`config.mk`:
```
export PLATFORM = sky130hd
export DESIGN_NAME = shift_frame_sequencer
export DESIGN_NICKNAME = d
export VERILOG_FILES = /design/src/rtl/shift_frame_sequencer.sv
export SDC_FILE = /design/constraint.sdc
export NUM_CORES = 1
export LEC_CHECK = 0
export BUFFER_PORTS_ARGS = -buffer_cell sky130_fd_sc_hd__buf_2
export CORE_ASPECT_RATIO = 0.5
export CORE_MARGIN = 2
export CORE_UTILIZATION = 60
export DETAILED_ROUTE_END_ITERATION = 8
export HOLD_SLACK_MARGIN = 0.15
export PLACE_DENSITY = 0.93
export SYNTH_ARGS = -nofsm -noshare
export SYNTH_HDL_FRONTEND = slang
export SYNTH_SLANG_ARGS = --single-unit
```
`constraint.sdc`:
```
create_clock -name clock -period 4 [get_ports clock]
set_input_delay 0.2 -clock clock [delete_from_list [all_inputs] [get_ports clock]]
set_output_delay 0.2 -clock clock [all_outputs]
set_load 0.05 [all_outputs]
```
`src/rtl/shift_frame_sequencer.sv`:
```
// Drives a parallel word bit-serially into a DEPTH-stage shift register and reassembles it from the far end.
// Result appears WIDTH+DEPTH cycles after accept; DONE holds until out_ready, and in_ready stays low for the whole frame.
module shift_frame_sequencer #(
  parameter int WIDTH     = 8,
  parameter int DEPTH     = 4,
  parameter bit MSB_FIRST = 1'b1
) (
  input  logic             clock,
  input  logic             clear,
  input  logic             in_valid,
  output logic             in_ready,
  input  logic [WIDTH-1:0] in_data,
  output logic             ser_e,
  input  logic             ser_a,
  output logic             busy,
  output logic             out_valid,
  input  logic             out_ready,
  output logic [WIDTH-1:0] out_data,
  output logic             out_match,
  output logic [7:0]       frame_cnt,
  output logic [7:0]       err_cnt
);

  localparam int CW = $clog2(DEPTH + WIDTH + 1);
  localparam logic [CW-1:0] LAST_TX = CW'(WIDTH - 1);
  localparam logic [CW-1:0] SAMP_LO = CW'(DEPTH);
  localparam logic [CW-1:0] SAMP_HI = CW'(DEPTH + WIDTH - 1);

  typedef enum logic [1:0] {S_IDLE, S_SHIFT, S_FLUSH, S_DONE} state_t;

  state_t           state_q, state_d;
  logic [CW-1:0]    cnt_q, cnt_d;
  logic [WIDTH-1:0] sh_q, sh_d;
  logic [WIDTH-1:0] tx_q, tx_d;
  logic [WIDTH-1:0] rx_q, rx_d;
  logic             ser_e_q, ser_e_d;
  logic             match_q, match_d;
  logic [7:0]       frame_q, frame_d;
  logic [7:0]       err_q, err_d;

  function automatic logic first_bit(input logic [WIDTH-1:0] w);
    return MSB_FIRST ? w[WIDTH-1] : w[0];
  endfunction

  function automatic logic [WIDTH-1:0] shift_out(input logic [WIDTH-1:0] w);
    return MSB_FIRST ? (w << 1) : (w >> 1);
  endfunction

  // Reassembly mirrors transmit order so a clean loop returns the word unchanged.
  function automatic logic [WIDTH-1:0] shift_in(input logic [WIDTH-1:0] w, input logic b);
    return MSB_FIRST ? ((w << 1) | WIDTH'(b)) : ((w >> 1) | (WIDTH'(b) << (WIDTH - 1)));
  endfunction

  always_comb begin
    state_d = state_q;
    cnt_d   = cnt_q;
    sh_d    = sh_q;
    tx_d    = tx_q;
    rx_d    = rx_q;
    ser_e_d = 1'b0;
    match_d = match_q;
    frame_d = frame_q;
    err_d   = err_q;

    if ((state_q == S_SHIFT || state_q == S_FLUSH) && cnt_q >= SAMP_LO && cnt_q <= SAMP_HI) begin
      rx_d = shift_in(rx_q, ser_a);
    end

    case (state_q)
      S_IDLE: begin
        if (in_valid) begin
          tx_d    = in_data;
          sh_d    = shift_out(in_data);
          cnt_d   = '0;
          rx_d    = '0;
          match_d = 1'b0;
          ser_e_d = first_bit(in_data);
          state_d = S_SHIFT;
        end
      end
      S_SHIFT: begin
        cnt_d = cnt_q + CW'(1);
        if (cnt_q == LAST_TX) begin
          state_d = S_FLUSH;
        end else begin
          ser_e_d = first_bit(sh_q);
          sh_d    = shift_out(sh_q);
        end
      end
      S_FLUSH: begin
        cnt_d = cnt_q + CW'(1);
        if (cnt_q == SAMP_HI) begin
          match_d = (rx_d == tx_q);
          state_d = S_DONE;
        end
      end
      S_DONE: begin
        if (out_ready) begin
          frame_d = frame_q + 8'd1;
          if (!match_q && err_q != 8'hFF) err_d = err_q + 8'd1;
          state_d = S_IDLE;
        end
      end
      default: state_d = S_IDLE;
    endcase
  end

  always_ff @(posedge clock or negedge clear) begin
    if (!clear) begin
      state_q <= S_IDLE;
      cnt_q   <= '0;
      sh_q    <= '0;
      tx_q    <= '0;
      rx_q    <= '0;
      ser_e_q <= 1'b0;
      match_q <= 1'b0;
      frame_q <= '0;
      err_q   <= '0;
    end else begin
      state_q <= state_d;
      cnt_q   <= cnt_d;
      sh_q    <= sh_d;
      tx_q    <= tx_d;
      rx_q    <= rx_d;
      ser_e_q <= ser_e_d;
      match_q <= match_d;
      frame_q <= frame_d;
      err_q   <= err_d;
    end
  end

  // in_ready is gated by clear so it drops the instant reset is asserted.
  assign in_ready  = clear && (state_q == S_IDLE);
  assign busy      = (state_q == S_SHIFT) || (state_q == S_FLUSH);
  assign out_valid = (state_q == S_DONE);
  assign ser_e     = ser_e_q;
  assign out_data  = rx_q;
  assign out_match = match_q;
  assign frame_cnt = frame_q;
  assign err_cnt   = err_q;

endmodule

```
==> reports/results.ini, run 1 <==
[run_status]
status = finished clean

[sta]
setup_violations = 0
tns_ns = 0
worst_pin_slew_ns = 0.939
fin_worst_skew_ns = 0.00898
finalCritPeriodShare_pct = 61.1
timing.hold.ws_ns = 0.172
slew_headroom_pct = 37.4
hold_viol = 0
report.final.slew_viol_count = 0
fmax_mhz = 409
rsz0062_at_grt = no
timing.final.crit_period_ns = 2.44

[clock_tree]
cts.repair.resized = 0
cts.sinks = 47
htreeDepth = 2
cts_tree = built
cts_root_buf = clkbuf_8
clk_latency_ns = 0.30
postCtsSetupRepairBufs = 0
path_clk_slew_ns = 0.09
clock_path_buffers = 2
numCtsBuffers = 5

[logic_synthesis]
synthFlopType = dfrtp_1
synthesis.nets = 257
synth_edf_count = 0
ys_seq_area_share_pct = 48.8
mappedNetlistArea_sq_um = 2410
synth_cell_types = 46
ys_warn_count = 0
ys_ff_latch = 47
async_reset_ff_share_pct = 100
synthCells = 237
avgSynthCellArea_sq_um = 10.2

[pwr]
sw_frac_of_total_pct = 48.6
pwr-share-seq_pct = 33.5
peakVddDrop_v = 0.000506
leakage_nw = 1.36
switching_power_mw = 1.24
comb_power_share_pct = 50.6
power.density_nw_per_um2 = 892
clkPwrFrac_pct = 16.0
internal_power_mw = 1.31

[setup_path]
required_ns = 4.25
cp-end-kind = flop
crit_path_top_delay_cell = ha_1
crit_path_frequent_cell = inv_1
crit_path_start_kind = flop
r2r_cells = 7
cp_max_fo = 12
crit_type = reg2reg
arrival_ns = 2.69
path_cells = inv_1, ha_1, inv_1, nor2_2, o211ai_1, a2111oi_2, a32o_2
cpPeakStageDelay_ns = 0.58

[floorplan]
die_w_microns = 93.7
rows = 16
dieArea_sq_um = 4570
io_pins = 42
start_util_pct = 62.1
die_y_microns = 48.8
core-area_sq_um = 3880

[routing]
drt-initial-drc-count = 165
first_pass_iters = 5
vias = 2042
drc = 0
routed_via_density = 5.95
routed_wl_microns = 5660
ant_nets = 0
wire_per_inst_microns = 16.5

[global_routing]
grt_pass1_vias = 1950
grt_usage_pct = 26.9
grt_pass1_wl_microns = 9540
antenna_found_initial = 0
overflow = 0
grt_max_degree = 49

[layout]
nFillCells = 264
final_cell_mix = 47 x dfrtp_1, 41 x buf_2, 39 x nand2_1, 19 x a21oi_1, 13 x inv_1
area_growth_pct = 18.5
drive_gt1_share_pct = 21.1
diodes = 0
final_common_cell = dfrtp_1
fin_nets = 308

[worst_hold_path]
hold_depth = 3
min_path_type = in2reg

[flow_run]
cap_viol_max_count = 0

[placement]
port_buffers = 41
place.gp.congestion = 0.933
hpwlAfterDp_microns = 3560

==> what timing repair did <==
action,CTS,global route
hold buffers,9,0
endpoints found under the hold margin,56,0
setup endpoints to repair,0,0
==> worst max-delay path: cells and delay by family, from the launching register on <==
kind,cells,cell delay [ns]
and+or+nand+nor,1,0.32
DFF,1,0.40
adders and majority gates,1,0.58
AOI/OAI and AO/OA,3,0.75
buffers and inverters,2,0.34
==> power groups by stage <==
| stage | combinational, mW | clock [mW] | sequential (mW) |
|---|---|---|---|
| after global placement | 1.19 | 0 | 0.830 |
| final | 1.29 | 0.407 | 0.853 |
| after detailed placement | 1.22 | 0 | 0.846 |
| after global routing | 1.39 | 0.431 | 0.874 |
| after CTS | 1.25 | 0.409 | 0.839 |
| after floorplan | 0.841 | 0 | 1.01 |
==> final cells by class <==
| class | instances | area [sq um] | share of cell area [%] |
|---|---|---|---|
| Clock buffer | 6 | 72.6 | 2.54 |
| Multi-Input combinational cell | 170 | 1130 | 39.5 |
| Clock inverter | 2 | 60.1 | 2.10 |
| Inverter | 13 | 48.8 | 1.71 |
| Sequential cell | 47 | 1180 | 41.2 |
| Timing Repair Buffer | 51 | 303 | 10.6 |
| Tap cell | 54 | 67.6 | 2.37 |
==> sequential cells by signal (all words and copies together), names as in the netlist <==
signal     flops
err_cnt        8
cnt_q          4
sh_q           7
tx_q           8
ser_e          1
state_q        2
out_match      1
out_data       8
frame_cnt      8
==> worst paths after layout <==
path                              start           end  slack [ns]
min                               ser_a   out_data[0]        0.17
max reg2reg                  state_q[0]     out_match        1.56
min in group asynchronous         clear    err_cnt[6]        0.52
max in group asynchronous         clear      cnt_q[3]        3.09
min reg2reg                frame_cnt[7]  frame_cnt[7]        0.48
max                          state_q[0]     out_match        1.56
==> through the flow <==
stage	cells	utilization, %	total power [mW]	area [sq um]	setup slack (ns)
6_report	343	73.6	2.55	2860	1.56
5_1_grt	343	73.6	2.69	2860	1.40
4_1_cts	343	73.6	2.50	2860	1.64
3_5_place_dp	326	67.8	2.07	2630	1.70
3_3_place_gp	326	67.8	2.02	2630	1.83
2_1_floorplan	237	-	1.85	2410	1.69
==> metal layers <==
metal  vias to the layer above  GRT usage [%]  share of wire (%)
li1                        918              -                  -
met1                       992           37.0                 42
met2                       117           43.2                 48
met3                        15           6.18                8.4
met4                         0           8.94                1.6
met5                         -              0                  0
==> cells in the mapped netlist, drive strengths merged (3+ instances only) <==
cell type | count | share of area [%]
o21ai | 12 | 2.5
nand2 | 39 | 6.1
a21oi | 19 | 3.9
nor2 | 11 | 1.8
ha | 7 | 3.6
and3 | 4 | 1.0
xnor2 | 13 | 5.0
and2 | 3 | 0.78
clkbuf | 3 | 0.47
dfrtp | 47 | 49
buf | 3 | 1.1
nor2b | 7 | 2.1
nand4 | 3 | 0.78
inv | 13 | 2.0
nand3 | 10 | 2.1
mux2i | 7 | 2.9
nand2b | 3 | 0.78
nor3 | 4 | 0.83
xor2 | 5 | 2.6
==> kinds of logic after synthesis <==
group	synth area share, %
and+or+nand+nor	17.9
AOI/OAI and AO/OA	13.9
DFF	48.8
buffers and inverters	4.41
xor gates and xnor gates	7.63
muxes	3.84
adders and majority gates	3.63
(Power assumes the default switching activity.)
==> run 2: changes to the inputs <==
--- a/config.mk
+++ b/config.mk
@@ -5,13 +5,14 @@
 export SDC_FILE = /design/constraint.sdc
 export NUM_CORES = 1
 export LEC_CHECK = 0
+export ABC_AREA = 1
 export BUFFER_PORTS_ARGS = -buffer_cell sky130_fd_sc_hd__buf_2
 export CORE_ASPECT_RATIO = 0.5
 export CORE_MARGIN = 2
-export CORE_UTILIZATION = 60
+export CORE_UTILIZATION = 50
 export DETAILED_ROUTE_END_ITERATION = 8
 export HOLD_SLACK_MARGIN = 0.15
-export PLACE_DENSITY = 0.93
+export PLACE_DENSITY = 0.83
 export SYNTH_ARGS = -nofsm -noshare
 export SYNTH_HDL_FRONTEND = slang
 export SYNTH_SLANG_ARGS = --single-unit
==> constraint.sdc (replaced) <==
create_clock -name clock -period 2.2 [get_ports clock]
set_input_delay 0.11 -clock clock [delete_from_list [all_inputs] [get_ports clock]]
set_output_delay 0.11 -clock clock [all_outputs]
set_load 0.05 [all_outputs]
==> run 2 against run 1 <==
Setup slack got worse by 1.3 ns. Clock power rose by 25%. Hold slack got worse by 0.023 ns. Critical endpoint is now cnt_q[3]. Sequential power rose by 77%. Largest power group unchanged. Maximum frequency rose by 25%. Clock skew fell by 0.0061 ns. Count of clock-buffer cells in the layout rose by 1. Critical path type unchanged.
==> reports/results.ini, run 2 <==
[run_status]
status = finished clean  ; unchanged

[logic_synthesis]
synthTopCellsByCount = 74 x nand2_1, 47 x dfrtp_1, 40 x inv_1  ; was 47 x dfrtp_1, 39 x nand2_1, 19 x a21oi_1
avgSynthCellArea_sq_um = 8.39  ; was 10.2 sq um
yosysMostFrequentCell = nand2_1  ; was dfrtp_1
async_reset_ff_share_pct = 100  ; unchanged
synthFlopType = dfrtp_1  ; unchanged
synthCells = 292  ; was 237
yosysTopAreaCell = dfrtp_1  ; unchanged
synth_top_area_share_pct = 48.0  ; was 48.8%
ys_seq_area_share_pct = 48.0  ; was 48.8%
mappedNetlistArea_sq_um = 2450  ; was 2410 sq um
ys_ff_latch = 47  ; unchanged
ys_top_cells_by_area = dfrtp_1 48%, nand2_1 11%, inv_1 6.1%, nand4_1 4.3%, nand3_1 3.9%  ; was dfrtp_1 49%, nand2_1 6.1%, xnor2_1 4.4%, a21oi_1 3.9%, ha_1 3.6%
synth_cell_types = 31  ; was 46
synthesis.nets = 312  ; was 257
ys_warn_count = 0  ; unchanged
synth_edf_count = 0  ; unchanged

[setup_path]
r2r_cells = 7  ; unchanged
path_cells = inv_1, ha_1, inv_1, o21ai_0, nand4_1, o22ai_1, a21oi_1  ; was inv_1, ha_1, inv_1, nor2_2, o211ai_1, a2111oi_2, a32o_2
arrival_ns = 2.14  ; was 2.69 ns
crit_path_frequent_cell = inv_1  ; unchanged
cp-end-kind = flop  ; unchanged
crit_type = reg2reg  ; unchanged
crit_path_top_delay_cell = ha_1  ; unchanged
worstReg2RegStart = state_q[1]  ; was state_q[0]
critical-path-top-delay-family = compound AO/OA/AOI/OAI gates  ; unchanged
cp_num_buf_inv = 2  ; unchanged
crit_path_start_kind = flop  ; unchanged
rr_endpoint = cnt_q[3]  ; was out_match
cpPeakStageDelay_ns = 0.45  ; was 0.58 ns
r2r_setup_slack_ns = 0.24  ; was 1.56 ns
required_ns = 2.38  ; was 4.25 ns
crit_cells = 7  ; unchanged
cp_max_fo = 7  ; was 12

[routing]
ant_nets = 0  ; unchanged
wire_per_inst_microns = 12.6  ; was 16.5 microns
drt-initial-drc-count = 117  ; was 165
first_pass_iters = 4  ; was 5
drc = 0  ; unchanged
vias = 2143  ; was 2042
routed_via_density = 5.20  ; was 5.95
routed_wl_microns = 5200  ; was 5660 microns

[layout]
final_cell_mix = 74 x nand2_1, 47 x dfrtp_1, 41 x buf_2, 40 x inv_1, 20 x nor2_1  ; was 47 x dfrtp_1, 41 x buf_2, 39 x nand2_1, 19 x a21oi_1, 13 x inv_1
final_common_cell = nand2_1  ; was dfrtp_1
fin_nets = 365  ; was 308
fin_util_pct = 63.3  ; was 73.6%
area_growth_pct = 17.7  ; was 18.5%
drive_gt1_share_pct = 18.5  ; was 21.1%
diodes = 0  ; unchanged

[global_routing]
grt_usage_pct = 20.4  ; was 26.9%
grt_max_degree = 48  ; was 49
grt_pass1_wl_microns = 8470  ; was 9540 microns
antenna_found_initial = 0  ; unchanged
grt_pass1_vias = 1942  ; was 1950
overflow = 0  ; unchanged

[worst_hold_path]
hp-start = out_ready  ; was ser_a
hold_path_end = frame_cnt[0]  ; was out_data[0]
hold_depth = 3  ; unchanged
min_path_type = in2reg  ; unchanged

[sta]
hold_viol = 0  ; unchanged
worst_pin_slew_ns = 0.578  ; was 0.939 ns
tns_ns = 0  ; unchanged
timing.final.crit_period_ns = 1.96  ; was 2.44 ns
slew_headroom_pct = 61.5  ; was 37.4%
finalCritPeriodShare_pct = 89.1  ; was 61.1%
fmax_mhz = 510  ; was 409 MHz
report.final.slew_viol_count = 0  ; unchanged
setup_violations = 0  ; unchanged
fin_worst_skew_ns = 0.00286  ; was 0.00898 ns
layout_setup_ws_ns = 0.240  ; was 1.56 ns
rsz0062_at_grt = no  ; unchanged

[floorplan]
core-area_sq_um = 4550  ; was 3880 sq um
start_util_pct = 53.8  ; was 62.1%
rows = 17  ; was 16
io_pins = 42  ; unchanged
die_y_microns = 53.5  ; was 48.8 microns
die_w_microns = 103  ; was 93.7 microns
dieArea_sq_um = 5510  ; was 4570 sq um

[clock_tree]
cts.sinks = 47  ; unchanged
cts.repair.resized = 0  ; unchanged
cts_root_buf = clkbuf_8  ; unchanged
numCtsBuffers = 5  ; unchanged
postCtsSetupRepairBufs = 0  ; unchanged
clock_path_buffers = 2  ; unchanged
clk_latency_ns = 0.30  ; about the same
cts_tree = built  ; unchanged
hold_buffers = 10  ; was 9
path_clk_slew_ns = 0.08  ; was 0.09 ns
htreeDepth = 2  ; unchanged

[placement]
place.gp.congestion = 0.834  ; was 0.933
place_ws_ns = 0.330  ; was 1.70 ns
port_buffers = 41  ; unchanged
hpwlAfterDp_microns = 3860  ; was 3560 microns

[pwr]
power.density_nw_per_um2 = 1640  ; was 892 nW/um^2
peakVddDrop_v = 0.000679  ; was 0.000506 V
leakage_nw = 1.54  ; was 1.36 nW

[flow_run]
cap_viol_max_count = 0  ; unchanged

[run 2: logic make-up after synthesis]
kind of cell,Yosys count,synth area share [%]
and+or+nand+nor,140,26.5
buffers and inverters,51,8.99
DFF,47,48.0
AOI/OAI and AO/OA,34,8.17
xor gates and xnor gates,12,4.29
adders and majority gates,7,3.57
muxes,1,0.460
[run 2: how the worst max path moves through the flow]
stage	startpoint	endpoint	slack, ns
2_1_floorplan	state_q[0]	out_match	0.19
3_3_place_gp	state_q[0]	out_match	0.46
3_5_place_dp	state_q[1]	out_match	0.33
4_1_cts	state_q[1]	out_match	0.29
5_1_grt	state_q[0]	out_match	0.14
6_report	state_q[1]	cnt_q[3]	0.24
[run 2: per-layer routing]
metal | track usage (%) | up-vias | routed length, microns
li1 | - | 1051 | -
met1 | 25.6 | 1019 | 2360
met2 | 35.4 | 65 | 2530
met3 | 3.96 | 8 | 228
met4 | 7.24 | 0 | 71
met5 | 0 | - | 0
[run 2: worst reg2reg max path, delay by kind of cell, from the launching register on]
kind / cells / cell delay [ns]
flip-flops: 1 / 0.41
AO/OA/AOI/OAI: 3 / 0.62
adder cells (fa/ha/maj): 1 / 0.45
buffers and inverters: 2 / 0.19
AND/OR/NAND/NOR: 1 / 0.18
[run 2: cell type report]
cell class                 instances  area, sq um
fill                             382         1670
timing repair buffer              54          328
clock buffer                       7         76.3
multi-input combinational        194         1050
inverter                          43          161
tap                               66         82.6
clock inverter                     1         5.00
sequential                        47         1180
[run 2: through the flow]
step | power, mW | hold WS, ns | std cells | cell area, sq um
3_3_place_gp | 4.09 | 0.280 | 394 | 2700
3_5_place_dp | 4.19 | 0.293 | 394 | 2700
6_report | 4.73 | 0.149 | 412 | 2880
2_1_floorplan | 3.68 | -0.186 | 292 | 2450
4_1_cts | 4.71 | 0.156 | 412 | 2880
5_1_grt | 5.10 | 0.165 | 412 | 2880
[run 2: power by group]
group	switching (mW)	internal [mW]	leakage, nW
clock network	0.283	0.224	0.0422
registers	0.287	1.22	0.578
logic	1.94	0.776	0.921
total	2.51	2.22	1.54
==> run 3: changes to the inputs <==
--- a/config.mk
+++ b/config.mk
@@ -9,10 +9,11 @@
 export BUFFER_PORTS_ARGS = -buffer_cell sky130_fd_sc_hd__buf_2
 export CORE_ASPECT_RATIO = 0.5
 export CORE_MARGIN = 2
-export CORE_UTILIZATION = 50
+export CORE_UTILIZATION = 52
+export CTS_BUF_LIST = sky130_fd_sc_hd__clkbuf_8
 export DETAILED_ROUTE_END_ITERATION = 8
 export HOLD_SLACK_MARGIN = 0.15
-export PLACE_DENSITY = 0.83
+export PLACE_DENSITY = 0.86
 export SYNTH_ARGS = -nofsm -noshare
 export SYNTH_HDL_FRONTEND = slang
 export SYNTH_SLANG_ARGS = --single-unit
==> run 3 against run 2 <==
Utilization up 1.9 points. Critical path type unchanged. Count of clock-buffer cells in the layout down 2. Via count increased by 2.6%.
==> reports/results.ini, run 3 (synthesis results as in run 2) <==
[floorplan]
dieArea_sq_um = 5310  ; was 5510 sq um
die_y_microns = 52.5  ; was 53.5 microns
io_pins = 42  ; unchanged
die_w_microns = 101  ; was 103 microns
start_util_pct = 54.8  ; was 53.8%
rows = 17  ; unchanged
core-area_sq_um = 4470  ; was 4550 sq um

[clock_tree]
clk_latency_ns = 0.30  ; about the same
cts.repair.resized = 0  ; unchanged
cts_tree = built  ; unchanged
htreeDepth = 2  ; unchanged
path_clk_slew_ns = 0.10  ; was 0.08 ns
cts_root_buf = clkbuf_8  ; unchanged
cts.sinks = 47  ; unchanged
clock_path_buffers = 2  ; unchanged
postCtsSetupRepairBufs = 0  ; unchanged
numCtsBuffers = 5  ; unchanged

[global_routing]
antenna_found_initial = 0  ; unchanged
grt_max_degree = 48  ; unchanged
grt_usage_pct = 23.2  ; was 20.4%
grt_pass1_wl_microns = 9510  ; was 8470 microns
grt_pass1_vias = 2199  ; was 1942
overflow = 0  ; unchanged

[sta]
fmax_mhz = 504  ; was 510 MHz
worst_pin_slew_ns = 0.588  ; was 0.578 ns
setup_violations = 0  ; unchanged
slew_headroom_pct = 60.8  ; was 61.5%
report.final.slew_viol_count = 0  ; unchanged
tns_ns = 0  ; unchanged
timing.final.crit_period_ns = 1.98  ; was 1.96 ns
rsz0062_at_grt = no  ; unchanged
hold_viol = 0  ; unchanged
fin_worst_skew_ns = 0.0112  ; was 0.00286 ns
finalCritPeriodShare_pct = 90.2  ; was 89.1%

[routing]
wire_per_inst_microns = 13.6  ; was 12.6 microns
vias = 2199  ; was 2143
first_pass_iters = 4  ; unchanged
drc = 0  ; unchanged
drt-initial-drc-count = 142  ; was 117
routed_wl_microns = 5510  ; was 5200 microns
ant_nets = 0  ; unchanged
routed_via_density = 5.44  ; was 5.20

[placement]
placedCellCount = 385  ; was 394
place.gp.congestion = 0.860  ; was 0.834
port_buffers = 41  ; unchanged
hpwlAfterDp_microns = 4030  ; was 3860 microns

[layout]
drive_gt1_share_pct = 19.0  ; was 18.5%
final_common_cell = nand2_1  ; unchanged
fin_nets = 366  ; was 365
finalNonFillerCells = 404  ; was 412
final_cell_mix = 74 x nand2_1, 47 x dfrtp_1, 41 x buf_2, 40 x inv_1, 20 x nor2_1  ; unchanged
area_growth_pct = 18.9  ; was 17.7%
nFillCells = 354  ; was 382
diodes = 0  ; unchanged

[setup_path]
crit_path_start_kind = flop  ; unchanged
cpPeakStageDelay_ns = 0.46  ; was 0.45 ns
crit_type = reg2reg  ; unchanged
cp_max_fo = 8  ; was 7
crit_path_top_delay_cell = ha_1  ; unchanged
required_ns = 2.39  ; was 2.38 ns
path_cells = inv_1, ha_1, inv_1, o21ai_0, nand4_1, o22ai_1, a21oi_1  ; unchanged
cp-end-kind = flop  ; unchanged
crit_path_frequent_cell = inv_1  ; unchanged
arrival_ns = 2.17  ; was 2.14 ns

[pwr]
sw_frac_of_total_pct = 52.2  ; was 53.0%
pwr-share-seq_pct = 31.1  ; was 31.9%
switching_power_mw = 2.55  ; was 2.51 mW
leakage_nw = 1.56  ; was 1.54 nW
internal_power_mw = 2.34  ; was 2.22 mW
clkPwrFrac_pct = 13.2  ; was 10.7%
power.density_nw_per_um2 = 1680  ; was 1640 nW/um^2
peakVddDrop_v = 0.000578  ; was 0.000679 V
comb_power_share_pct = 55.6  ; was 57.3%

[run_status]
status = finished clean  ; unchanged

[worst_hold_path]
min_path_type = in2reg  ; unchanged

[flow_run]
cap_viol_max_count = 0  ; unchanged

-- run 3: cell count changes in the layout (fill, tap and decap cells not counted) --
cell,delta
clkbuf_1,-2
bufinv_16,+1
clkinv_4,+1
dlygate4sd3_1,+1
-- run 3: layer usage --
| layer | wire, microns | GRT usage, % |
|---|---|---|
| met1 | 2370 | 27.6 |
| met2 | 2780 | 41.6 |
| met3 | 265 | 5.60 |
| met4 | 90 | 8.33 |
| met5 | 0 | 0 |
-- run 3: worst max-delay path, delay by kind of cell (launching register included) --
family,cells,cell delay [ns]
AO/OA/AOI/OAI,3,0.60
adder cells (fa/ha/maj),1,0.46
flip-flops,1,0.42
AND/OR/NAND/NOR,1,0.20
buffers and inverters,2,0.19
-- run 3: through the flow --
stage / area [sq um] / worst slack, ns / hold WS (ns) / total power [mW] / util (%)
CTS: 2910 / 0.251 / 0.252 / 4.87 / 65.2
global placement: 2690 / 0.445 / 0.286 / 4.08 / 60.2
global route: 2910 / 0.0436 / 0.290 / 5.29 / 65.2
floorplan: 2450 / 0.195 / -0.186 / 3.68 / -
detailed placement: 2690 / 0.278 / 0.303 / 4.21 / 60.2
finish: 2910 / 0.216 / 0.280 / 4.89 / 65.2
-- run 3: power groups by stage --
stage | Combinational [mW] | Clock (mW) | Sequential, mW
2_1_floorplan | 1.68 | 0 | 2.00
3_3_place_gp | 2.58 | 0 | 1.50
3_5_place_dp | 2.68 | 0 | 1.53
4_1_cts | 2.71 | 0.655 | 1.51
6_report | 2.72 | 0.648 | 1.52
5_1_grt | 3.03 | 0.698 | 1.56
-- run 3: timing repair --
item,CTS,global route
endpoints found under the hold margin,64,0
setup endpoints to repair,0,0
hold buffers,11,0
-- run 3: final cells by class --
class                           instances  area, sq um  area share (%)
Clock inverter                          3         43.8            1.50
Clock buffer                            5         68.8            2.36
Sequential cell                        47         1180            40.4
Multi-Input combinational cell        194         1050            36.2
Tap cell                               57         71.3            2.45
Inverter                               43          161            5.54
Timing Repair Buffer                   55          338            11.6
-- run 3: final timing paths --
check | start | to | slack, ns | depth (start not counted)
setup reg to reg | state_q[0] | cnt_q[3] | 0.22 | 7
max in group asynchronous | clear | err_cnt[0] | 1.32 | 3
hold / removal | in_valid | tx_q[4] | 0.28 | 4
min in group asynchronous | clear | sh_q[1] | 0.49 | 3
setup / recovery | state_q[0] | cnt_q[3] | 0.22 | 7
hold reg to reg | frame_cnt[7] | frame_cnt[7] | 0.48 | 1
